File: config.mk
export PLATFORM = sky130hd
export DESIGN_NAME = guess_solver_flat
export DESIGN_NICKNAME = d
export VERILOG_FILES = /design/src/rtl/guess_solver_if.sv /design/src/rtl/guess_solver.sv /design/src/flat_wrapper.sv
export SDC_FILE = /design/constraint.sdc
export NUM_CORES = 1
export LEC_CHECK = 0
export CORE_MARGIN = 2
export CORE_UTILIZATION = 30
export DETAILED_ROUTE_END_ITERATION = 8
export GPL_TIMING_DRIVEN = 0
export PLACE_DENSITY_LB_ADDON = 0.2
export SETUP_SLACK_MARGIN = 0.5
export SYNTH_ARGS = -nofsm -noshare
export SYNTH_HDL_FRONTEND = slang
export SYNTH_SLANG_ARGS = --single-unit
File: constraint.sdc
create_clock -name clk -period 4.4 [get_ports clk]
set_clock_uncertainty 0.1 [all_clocks]
set_input_delay 0.88 -clock clk [delete_from_list [all_inputs] [get_ports clk]]
set_output_delay 0.88 -clock clk [all_outputs]
set_load 0.1 [all_outputs]
File: src/rtl/guess_solver_if.sv
// guess_solver_if: start/abort/feedback handshake and guess/status outputs of the guess solver.
interface guess_solver_if;
    logic       start;
    logic       abort;
    logic [5:0] feedback;
    logic       fb_valid;
    logic [5:0] guess;
    logic       guess_strobe;
    logic       busy;
    logic       solved;
    logic       fail;
    logic [2:0] attempts;
    logic [7:0] wins;
    modport master (
        output start, abort, feedback, fb_valid,
        input  guess, guess_strobe, busy, solved, fail, attempts, wins
    );
    modport slave (
        input  start, abort, feedback, fb_valid,
        output guess, guess_strobe, busy, solved, fail, attempts, wins
    );
endinterface

File: src/rtl/guess_solver.sv
// guess_solver: iterative guesser that flips mismatched bits using per-bit feedback until solved,
// out of guesses, or timed out waiting for the game.
module guess_solver #(
    parameter logic [5:0] FIRST_GUESS = 6'b000000,
    parameter int         MAX_GUESS   = 3,
    parameter int         TIMEOUT     = 15
) (
    input  logic           clk,
    input  logic           rst,
    guess_solver_if.slave  bus
);
    typedef enum logic [2:0] {S_IDLE, S_ISSUE, S_WAIT, S_EVAL, S_SOLVED, S_FAIL} state_t;
    state_t     state;
    logic [5:0] guess_q;
    logic [5:0] fb_q;
    logic [7:0] timer;
    logic [7:0] wins_q;
    logic [2:0] attempts_q;
    logic       strobe_q;
    logic       busy_q;
    logic       solved_q;
    logic       fail_q;
    assign bus.guess        = guess_q;
    assign bus.guess_strobe = strobe_q;
    assign bus.busy         = busy_q;
    assign bus.solved       = solved_q;
    assign bus.fail         = fail_q;
    assign bus.attempts     = attempts_q;
    assign bus.wins         = wins_q;
    always_ff @(posedge clk or negedge rst) begin
        if (!rst) begin
            state      <= S_IDLE;
            guess_q    <= 6'b000000;
            fb_q       <= 6'b000000;
            timer      <= 8'd0;
            wins_q     <= 8'd0;
            attempts_q <= 3'd0;
            strobe_q   <= 1'b0;
            busy_q     <= 1'b0;
            solved_q   <= 1'b0;
            fail_q     <= 1'b0;
        end else if (bus.abort) begin
            state      <= S_IDLE;
            timer      <= 8'd0;
            attempts_q <= 3'd0;
            strobe_q   <= 1'b0;
            busy_q     <= 1'b0;
            solved_q   <= 1'b0;
            fail_q     <= 1'b0;
        end else begin
            strobe_q <= 1'b0;
            case (state)
                S_IDLE, S_SOLVED, S_FAIL: begin
                    if (bus.start) begin
                        state      <= S_ISSUE;
                        guess_q    <= FIRST_GUESS;
                        attempts_q <= 3'd0;
                        strobe_q   <= 1'b1;
                        busy_q     <= 1'b1;
                        solved_q   <= 1'b0;
                        fail_q     <= 1'b0;
                    end
                end
                S_ISSUE: begin
                    state      <= S_WAIT;
                    attempts_q <= attempts_q + 3'd1;
                    timer      <= 8'd0;
                end
                S_WAIT: begin
                    if (bus.fb_valid) begin
                        state <= S_EVAL;
                        fb_q  <= bus.feedback;
                    end else begin
                        timer <= timer + 8'd1;
                        if (timer == 8'(TIMEOUT - 1)) begin
                            state  <= S_FAIL;
                            busy_q <= 1'b0;
                            fail_q <= 1'b1;
                        end
                    end
                end
                S_EVAL: begin
                    if (&fb_q) begin
                        state    <= S_SOLVED;
                        busy_q   <= 1'b0;
                        solved_q <= 1'b1;
                        wins_q   <= wins_q + 8'(wins_q != 8'hFF);
                    end else if (attempts_q == 3'(MAX_GUESS)) begin
                        state  <= S_FAIL;
                        busy_q <= 1'b0;
                        fail_q <= 1'b1;
                    end else begin
                        // keep matched bits, flip the rest; all-zero feedback simply inverts the guess
                        state    <= S_ISSUE;
                        guess_q  <= guess_q ^ ~fb_q;
                        strobe_q <= 1'b1;
                    end
                end
                default: state <= S_IDLE;
            endcase
        end
    end
endmodule
File: src/flat_wrapper.sv
// flat-port wrapper written by rule: the top's interface ports become plain ports
module guess_solver_flat 
#(
    parameter logic [5:0] FIRST_GUESS = 6'b000000,
    parameter int         MAX_GUESS   = 3,
    parameter int         TIMEOUT     = 15
)
  (clk, rst, bus_start, bus_abort, bus_feedback, bus_fb_valid, bus_guess, bus_guess_strobe, bus_busy, bus_solved, bus_fail, bus_attempts, bus_wins);
  guess_solver_if bus_i ();
  input  logic clk;
  input  logic rst;
  input wire logic [$bits(bus_i.start)-1:0] bus_start;
  input wire logic [$bits(bus_i.abort)-1:0] bus_abort;
  input wire logic [$bits(bus_i.feedback)-1:0] bus_feedback;
  input wire logic [$bits(bus_i.fb_valid)-1:0] bus_fb_valid;
  output wire logic [$bits(bus_i.guess)-1:0] bus_guess;
  output wire logic [$bits(bus_i.guess_strobe)-1:0] bus_guess_strobe;
  output wire logic [$bits(bus_i.busy)-1:0] bus_busy;
  output wire logic [$bits(bus_i.solved)-1:0] bus_solved;
  output wire logic [$bits(bus_i.fail)-1:0] bus_fail;
  output wire logic [$bits(bus_i.attempts)-1:0] bus_attempts;
  output wire logic [$bits(bus_i.wins)-1:0] bus_wins;
  assign bus_i.start = bus_start;
  assign bus_i.abort = bus_abort;
  assign bus_i.feedback = bus_feedback;
  assign bus_i.fb_valid = bus_fb_valid;
  assign bus_guess = bus_i.guess;
  assign bus_guess_strobe = bus_i.guess_strobe;
  assign bus_busy = bus_i.busy;
  assign bus_solved = bus_i.solved;
  assign bus_fail = bus_i.fail;
  assign bus_attempts = bus_i.attempts;
  assign bus_wins = bus_i.wins;
  guess_solver #(.FIRST_GUESS(FIRST_GUESS), .MAX_GUESS(MAX_GUESS), .TIMEOUT(TIMEOUT)) u_core (.clk(clk), .rst(rst), .bus(bus_i));
endmodule
==> report_table.html <==
<table>
<tr><th>Metric</th><th>Value</th></tr>
<tr><th colspan="2">Status</th></tr>
<tr><td>Run status</td><td>completed</td></tr>
<tr><th colspan="2">Global routing</th></tr>
<tr><td>Most Crowded Layer GR</td><td>met2</td></tr>
<tr><td>Pin count of the biggest net entering global routing</td><td>39</td></tr>
<tr><td>Met1 Use GR</td><td>between 15 and 20%</td></tr>
<tr><td>Initial antenna violation count</td><td>0</td></tr>
<tr><td>GR Util met3</td><td>about 4.4%</td></tr>
<tr><td>Met2 capacity usage during global routing</td><td>18.75%</td></tr>
<tr><td>Total overflow reported by the global router</td><td>0</td></tr>
<tr><td>Combined global-route utilization of all metal layers</td><td>12.48%</td></tr>
<tr><td>Wire length of the first global-routing pass</td><td>between 7 and 8 mm</td></tr>
<tr><td>Via count of the first global-routing pass</td><td>between 1.5k and 2k</td></tr>
<tr><th colspan="2">Critical path</th></tr>
<tr><td>R2R setup slack</td><td>between 2 and 2.5 ns</td></tr>
<tr><td>Startpoint class of the critical path</td><td>register</td></tr>
<tr><td>Reg-to-reg critical path startpoint</td><td>u_core.state[0]</td></tr>
<tr><td>Critical Path RT</td><td>around 3.4 ns</td></tr>
<tr><td>Stages on the worst setup path</td><td>1</td></tr>
<tr><td>Capturing point of the worst reg2reg path</td><td>u_core.bus.busy</td></tr>
<tr><td>Critical path capture point</td><td>bus_wins[2]</td></tr>
<tr><td>First element of the critical path</td><td>u_core.bus.wins[2]</td></tr>
<tr><td>Buf+Inv Stages, Crit Path</td><td>1</td></tr>
<tr><td>Critical-path cell with the highest stage delay</td><td>sky130_fd_sc_hd__clkdlybuf4s50_1</td></tr>
<tr><td>Cell-by-cell listing of the critical path</td><td>clkdlybuf4s50_1</td></tr>
<tr><td>Data arrival at the endpoint of the critical path</td><td>1.89 ns</td></tr>
<tr><td>Largest stage delay on the critical path</td><td>around 1.2 ns</td></tr>
<tr><td>Delay-heaviest family, CP</td><td>buffers and inverters</td></tr>
<tr><td>Critical path type</td><td>reg -&gt; out</td></tr>
<tr><td>CP endpoint kind</td><td>output pin</td></tr>
<tr><td>Worst-path maximum fanout</td><td>5</td></tr>
<tr><td>Number of cells on the worst reg-to-reg path</td><td>6</td></tr>
<tr><th colspan="2">Route</th></tr>
<tr><td>Detail Route Antenna Nets</td><td>0</td></tr>
<tr><td>Total vias in the final route</td><td>between 1.5k and 2k</td></tr>
<tr><td>Number of vias per cell</td><td>around 5</td></tr>
<tr><td>Iteration-0 DRC Markers</td><td>~90</td></tr>
<tr><td>Drt first pass iters</td><td>4</td></tr>
<tr><td>Post-detailed-route wirelength per cell</td><td>14.13 microns</td></tr>
<tr><td>Post-route DRC violation count</td><td>0</td></tr>
<tr><td>Wire length after detailed routing</td><td>approximately 4.3 mm</td></tr>
<tr><th colspan="2">Synthesis</th></tr>
<tr><td>Synth unique cells</td><td>47</td></tr>
<tr><td>Yosys top cell area share</td><td>47.74%</td></tr>
<tr><td>Post-synthesis average cell area</td><td>10.77 sq um</td></tr>
<tr><td>Post-synth top flop</td><td>sky130_fd_sc_hd__dfrtp_1</td></tr>
<tr><td>EDFF count, synth</td><td>0</td></tr>
<tr><td>Async set-or-reset flop fraction in the synthesized netlist</td><td>between 90% and 100%</td></tr>
<tr><td>Synthesized flop and latch total</td><td>38</td></tr>
<tr><td>Synth cell count leaders</td><td>38 x sky130_fd_sc_hd__dfrtp_1, 14 x sky130_fd_sc_hd__nor2_1, 10 x sky130_fd_sc_hd__mux2_2, 10 x sky130_fd_sc_hd__nand2_1, 10 x sky130_fd_sc_hd__xnor2_1</td></tr>
<tr><td>Synth warn</td><td>0</td></tr>
<tr><td>Area of the mapped netlist</td><td>about 0.0020 sq mm</td></tr>
<tr><td>Net count of the mapped netlist</td><td>between 200 and 250</td></tr>
<tr><td>Ranking of synthesized cells by area</td><td>sky130_fd_sc_hd__dfrtp_1 48%, sky130_fd_sc_hd__mux2_2 5.7%, sky130_fd_sc_hd__xnor2_1 4.4%</td></tr>
<tr><td>Top-count cell post-synth</td><td>sky130_fd_sc_hd__dfrtp_1</td></tr>
<tr><td>Cells after synthesis</td><td>between 150 and 200</td></tr>
<tr><td>Biggest area consumer among synthesized cells</td><td>sky130_fd_sc_hd__dfrtp_1</td></tr>
<tr><td>Portion of the post-synthesis area used by sequential elements</td><td>between 40% and 50%</td></tr>
<tr><th colspan="2">Power</th></tr>
<tr><td>Areal power density over the cells</td><td>between 400 and 500 mW/mm^2</td></tr>
<tr><td>Cell leakage power</td><td>1.017 nW</td></tr>
<tr><td>Peak ir drop on the vdd network</td><td>roughly 0.00024 V</td></tr>
<tr><th colspan="2">Final layout</th></tr>
<tr><td># fillers</td><td>about 650</td></tr>
<tr><td>Register area</td><td>950.9 sq um</td></tr>
<tr><td>Share of layout cells above drive strength 1</td><td>between 10% and 20%</td></tr>
<tr><td>Total area of multi-input combinational cells</td><td>a little under 0.001 sq mm</td></tr>
<tr><td>Antenna cell count</td><td>0</td></tr>
<tr><td>Number of nets in the layout</td><td>between 200 and 250</td></tr>
<tr><td>Layout-stage area growth over the synthesis result</td><td>24.94%</td></tr>
<tr><th colspan="2">STA</th></tr>
<tr><td>Normalized max-slew margin</td><td>25.10%</td></tr>
<tr><td>Final Hold Vio Count</td><td>0</td></tr>
<tr><td>Maximum operating frequency</td><td>between 0.3 and 0.4 GHz</td></tr>
<tr><td>RSZ-0062 raised after global routing</td><td>false</td></tr>
<tr><td>Slew Viols, Final</td><td>0</td></tr>
<tr><td>Worst path setup slack after routing</td><td>around 1.5 ns</td></tr>
<tr><td>Aggregate negative setup slack</td><td>0 ns</td></tr>
<tr><td>Final Critical Period</td><td>approximately 2.9 ns</td></tr>
<tr><td>Worst slew pin tran</td><td>around 1.1 ns</td></tr>
<tr><td>Final setup violation count</td><td>0</td></tr>
<tr><td>Final period utilization</td><td>around two thirds</td></tr>
<tr><th colspan="2">CTS</th></tr>
<tr><td>Root Buffer Master</td><td>sky130_fd_sc_hd__clkbuf_8</td></tr>
<tr><td>Insertion delay of the later-clocked pin in the worst-skew pair</td><td>~0.29 ns</td></tr>
<tr><td>Total CTS buffers</td><td>5</td></tr>
<tr><td>Number of sinks handled by clock tree synthesis</td><td>38</td></tr>
<tr><td>Post-CTS Hold Buffers</td><td>0</td></tr>
<tr><td>Clock tree from TritonCTS</td><td>built</td></tr>
<tr><td>Post-CTS setup buffer count</td><td>0</td></tr>
<tr><td>Post-CTS Resized</td><td>0</td></tr>
<tr><td>Number of H-tree levels</td><td>2</td></tr>
<tr><td>Max clock buf depth</td><td>2</td></tr>
<tr><td>Clock transition at the registers of the reported paths</td><td>~0.070 ns</td></tr>
<tr><th colspan="2">Place</th></tr>
<tr><td>HPWL after DPL</td><td>slightly above 3 mm</td></tr>
<tr><td>RePlAce Congestion</td><td>between 0.6 and 0.7</td></tr>
<tr><td>IO Port Bufs</td><td>31</td></tr>
<tr><td>Minimum setup slack after placement</td><td>roughly 1.4 ns</td></tr>
<tr><th colspan="2">Die</th></tr>
<tr><td>Die X-Extent</td><td>around 85 microns</td></tr>
<tr><td>Initial core utilization</td><td>a little under a third</td></tr>
<tr><td>Top-level I/O count</td><td>32</td></tr>
<tr><td>Area of the core</td><td>0.006386 sq mm</td></tr>
<tr><td>Number of standard-cell rows in the floorplan</td><td>29</td></tr>
<tr><td>Die height</td><td>approximately 85 microns</td></tr>
<tr><td>Die Footprint</td><td>0.007308 sq mm</td></tr>
<tr><th colspan="2">Min path</th></tr>
<tr><td>Start point of the worst hold path</td><td>u_core.bus.wins[6]</td></tr>
<tr><td>Class of the tightest hold or removal check</td><td>reg -&gt; reg</td></tr>
<tr><th colspan="2">Run</th></tr>
<tr><td>Total of max-cap violations</td><td>0</td></tr>
</table>
power breakdown:
part,switching [W],internal [W]
registers,0.0000482,0.000403
logic,0.000264,0.000115
clock network,0.000125,0.000126
total,0.000437,0.000643
metrics by stage:
stage	std cells	hold slack [ns]	utilization, %	total power, W	cell area, sq um
after floorplan	185	0.3776	-	0.0007353	1992
after detailed placement	293	0.3876	37.48	0.0008396	2394
after CTS	301	0.4034	38.97	0.001096	2489
final	301	0.3894	38.97	0.001080	2489
after global placement	293	0.3837	37.56	0.0008331	2399
after global routing	301	0.4118	38.97	0.001143	2489
cell usage in the layout, fill, tap and decap left out, types with 2 or more instances in the layout:
cell	Yosys	layout
sky130_fd_sc_hd__a211oi_1	3	3
sky130_fd_sc_hd__clkbuf_1	5	5
sky130_fd_sc_hd__nand2b_1	3	3
sky130_fd_sc_hd__and3_1	2	2
sky130_fd_sc_hd__nand4_1	2	2
sky130_fd_sc_hd__nor2b_1	2	2
sky130_fd_sc_hd__a2111oi_0	6	6
sky130_fd_sc_hd__dfrtp_1	38	38
sky130_fd_sc_hd__xor2_1	4	4
sky130_fd_sc_hd__nor2_1	14	14
sky130_fd_sc_hd__or3_1	2	2
sky130_fd_sc_hd__nor3_1	6	6
sky130_fd_sc_hd__nand2_1	10	10
sky130_fd_sc_hd__clkdlybuf4s50_1	0	30
sky130_fd_sc_hd__a21oi_1	5	5
sky130_fd_sc_hd__buf_2	3	4
sky130_fd_sc_hd__nor4_1	4	4
sky130_fd_sc_hd__inv_1	3	3
sky130_fd_sc_hd__a31oi_1	2	2
sky130_fd_sc_hd__mux2_2	10	10
sky130_fd_sc_hd__and4_1	4	4
sky130_fd_sc_hd__o21ai_0	9	9
sky130_fd_sc_hd__xnor2_1	10	10
sky130_fd_sc_hd__ha_1	6	6
sky130_fd_sc_hd__clkbuf_8	0	6
sky130_fd_sc_hd__o31ai_1	4	4
sky130_fd_sc_hd__nand3_1	6	6
cell families (layout without fill, tap and decap cells):
kind of cell	Yosys count	count (layout)	share of synthesized area [%]
XOR/XNOR	14	14	6.155
AND/OR/NAND/NOR	65	65	19.60
multiplexers	11	11	6.156
flip-flops	38	38	47.74
adder cells (fa/ha/maj)	6	6	3.769
buffers and inverters	12	51	2.512
AO/OA/AOI/OAI	39	39	14.07
flip-flops by register name, summed over array words and instances, names as in the netlist:
signal,cells
u_core.state,3
u_core.bus.attempts,3
u_core.bus.fail,1
u_core.fb_q,6
u_core.bus.guess,6
u_core.bus.solved,1
u_core.bus.busy,1
u_core.bus.guess_strobe,1
u_core.timer,8
u_core.bus.wins,8
routing by layer:
layer | part of all wire (%) | up-vias
met2 | 44 | 23
met1 | 51 | 716
met4 | 0.61 | 0
li1 | - | 761
met5 | 0 | -
met3 | 4.3 | 4
cell type report:
class / instances / area share [%]
multi-input combinational: 135 / 39.82
sequential: 38 / 38.21
buffer: 9 / 1.559
clock inverter: 2 / 0.5028
inverter: 3 / 0.4525
clock buffer: 6 / 3.318
timing repair buffer: 31 / 12.27
tap: 77 / 3.871
worst min-delay path by stage:
| stage | depth (start not counted) | slack (ns) | end |
|---|---|---|---|
| final | 1 | 0.39 | u_core.bus.wins[6] |
| after global routing | 1 | 0.41 | u_core.bus.wins[6] |
| after CTS | 1 | 0.40 | u_core.bus.wins[6] |
| after detailed placement | 1 | 0.39 | u_core.bus.wins[6] |
| after global placement | 1 | 0.38 | u_core.bus.wins[6] |
| after floorplan | 1 | 0.38 | u_core.timer[5] |
Note: power is estimated with default switching activity, not from simulation.
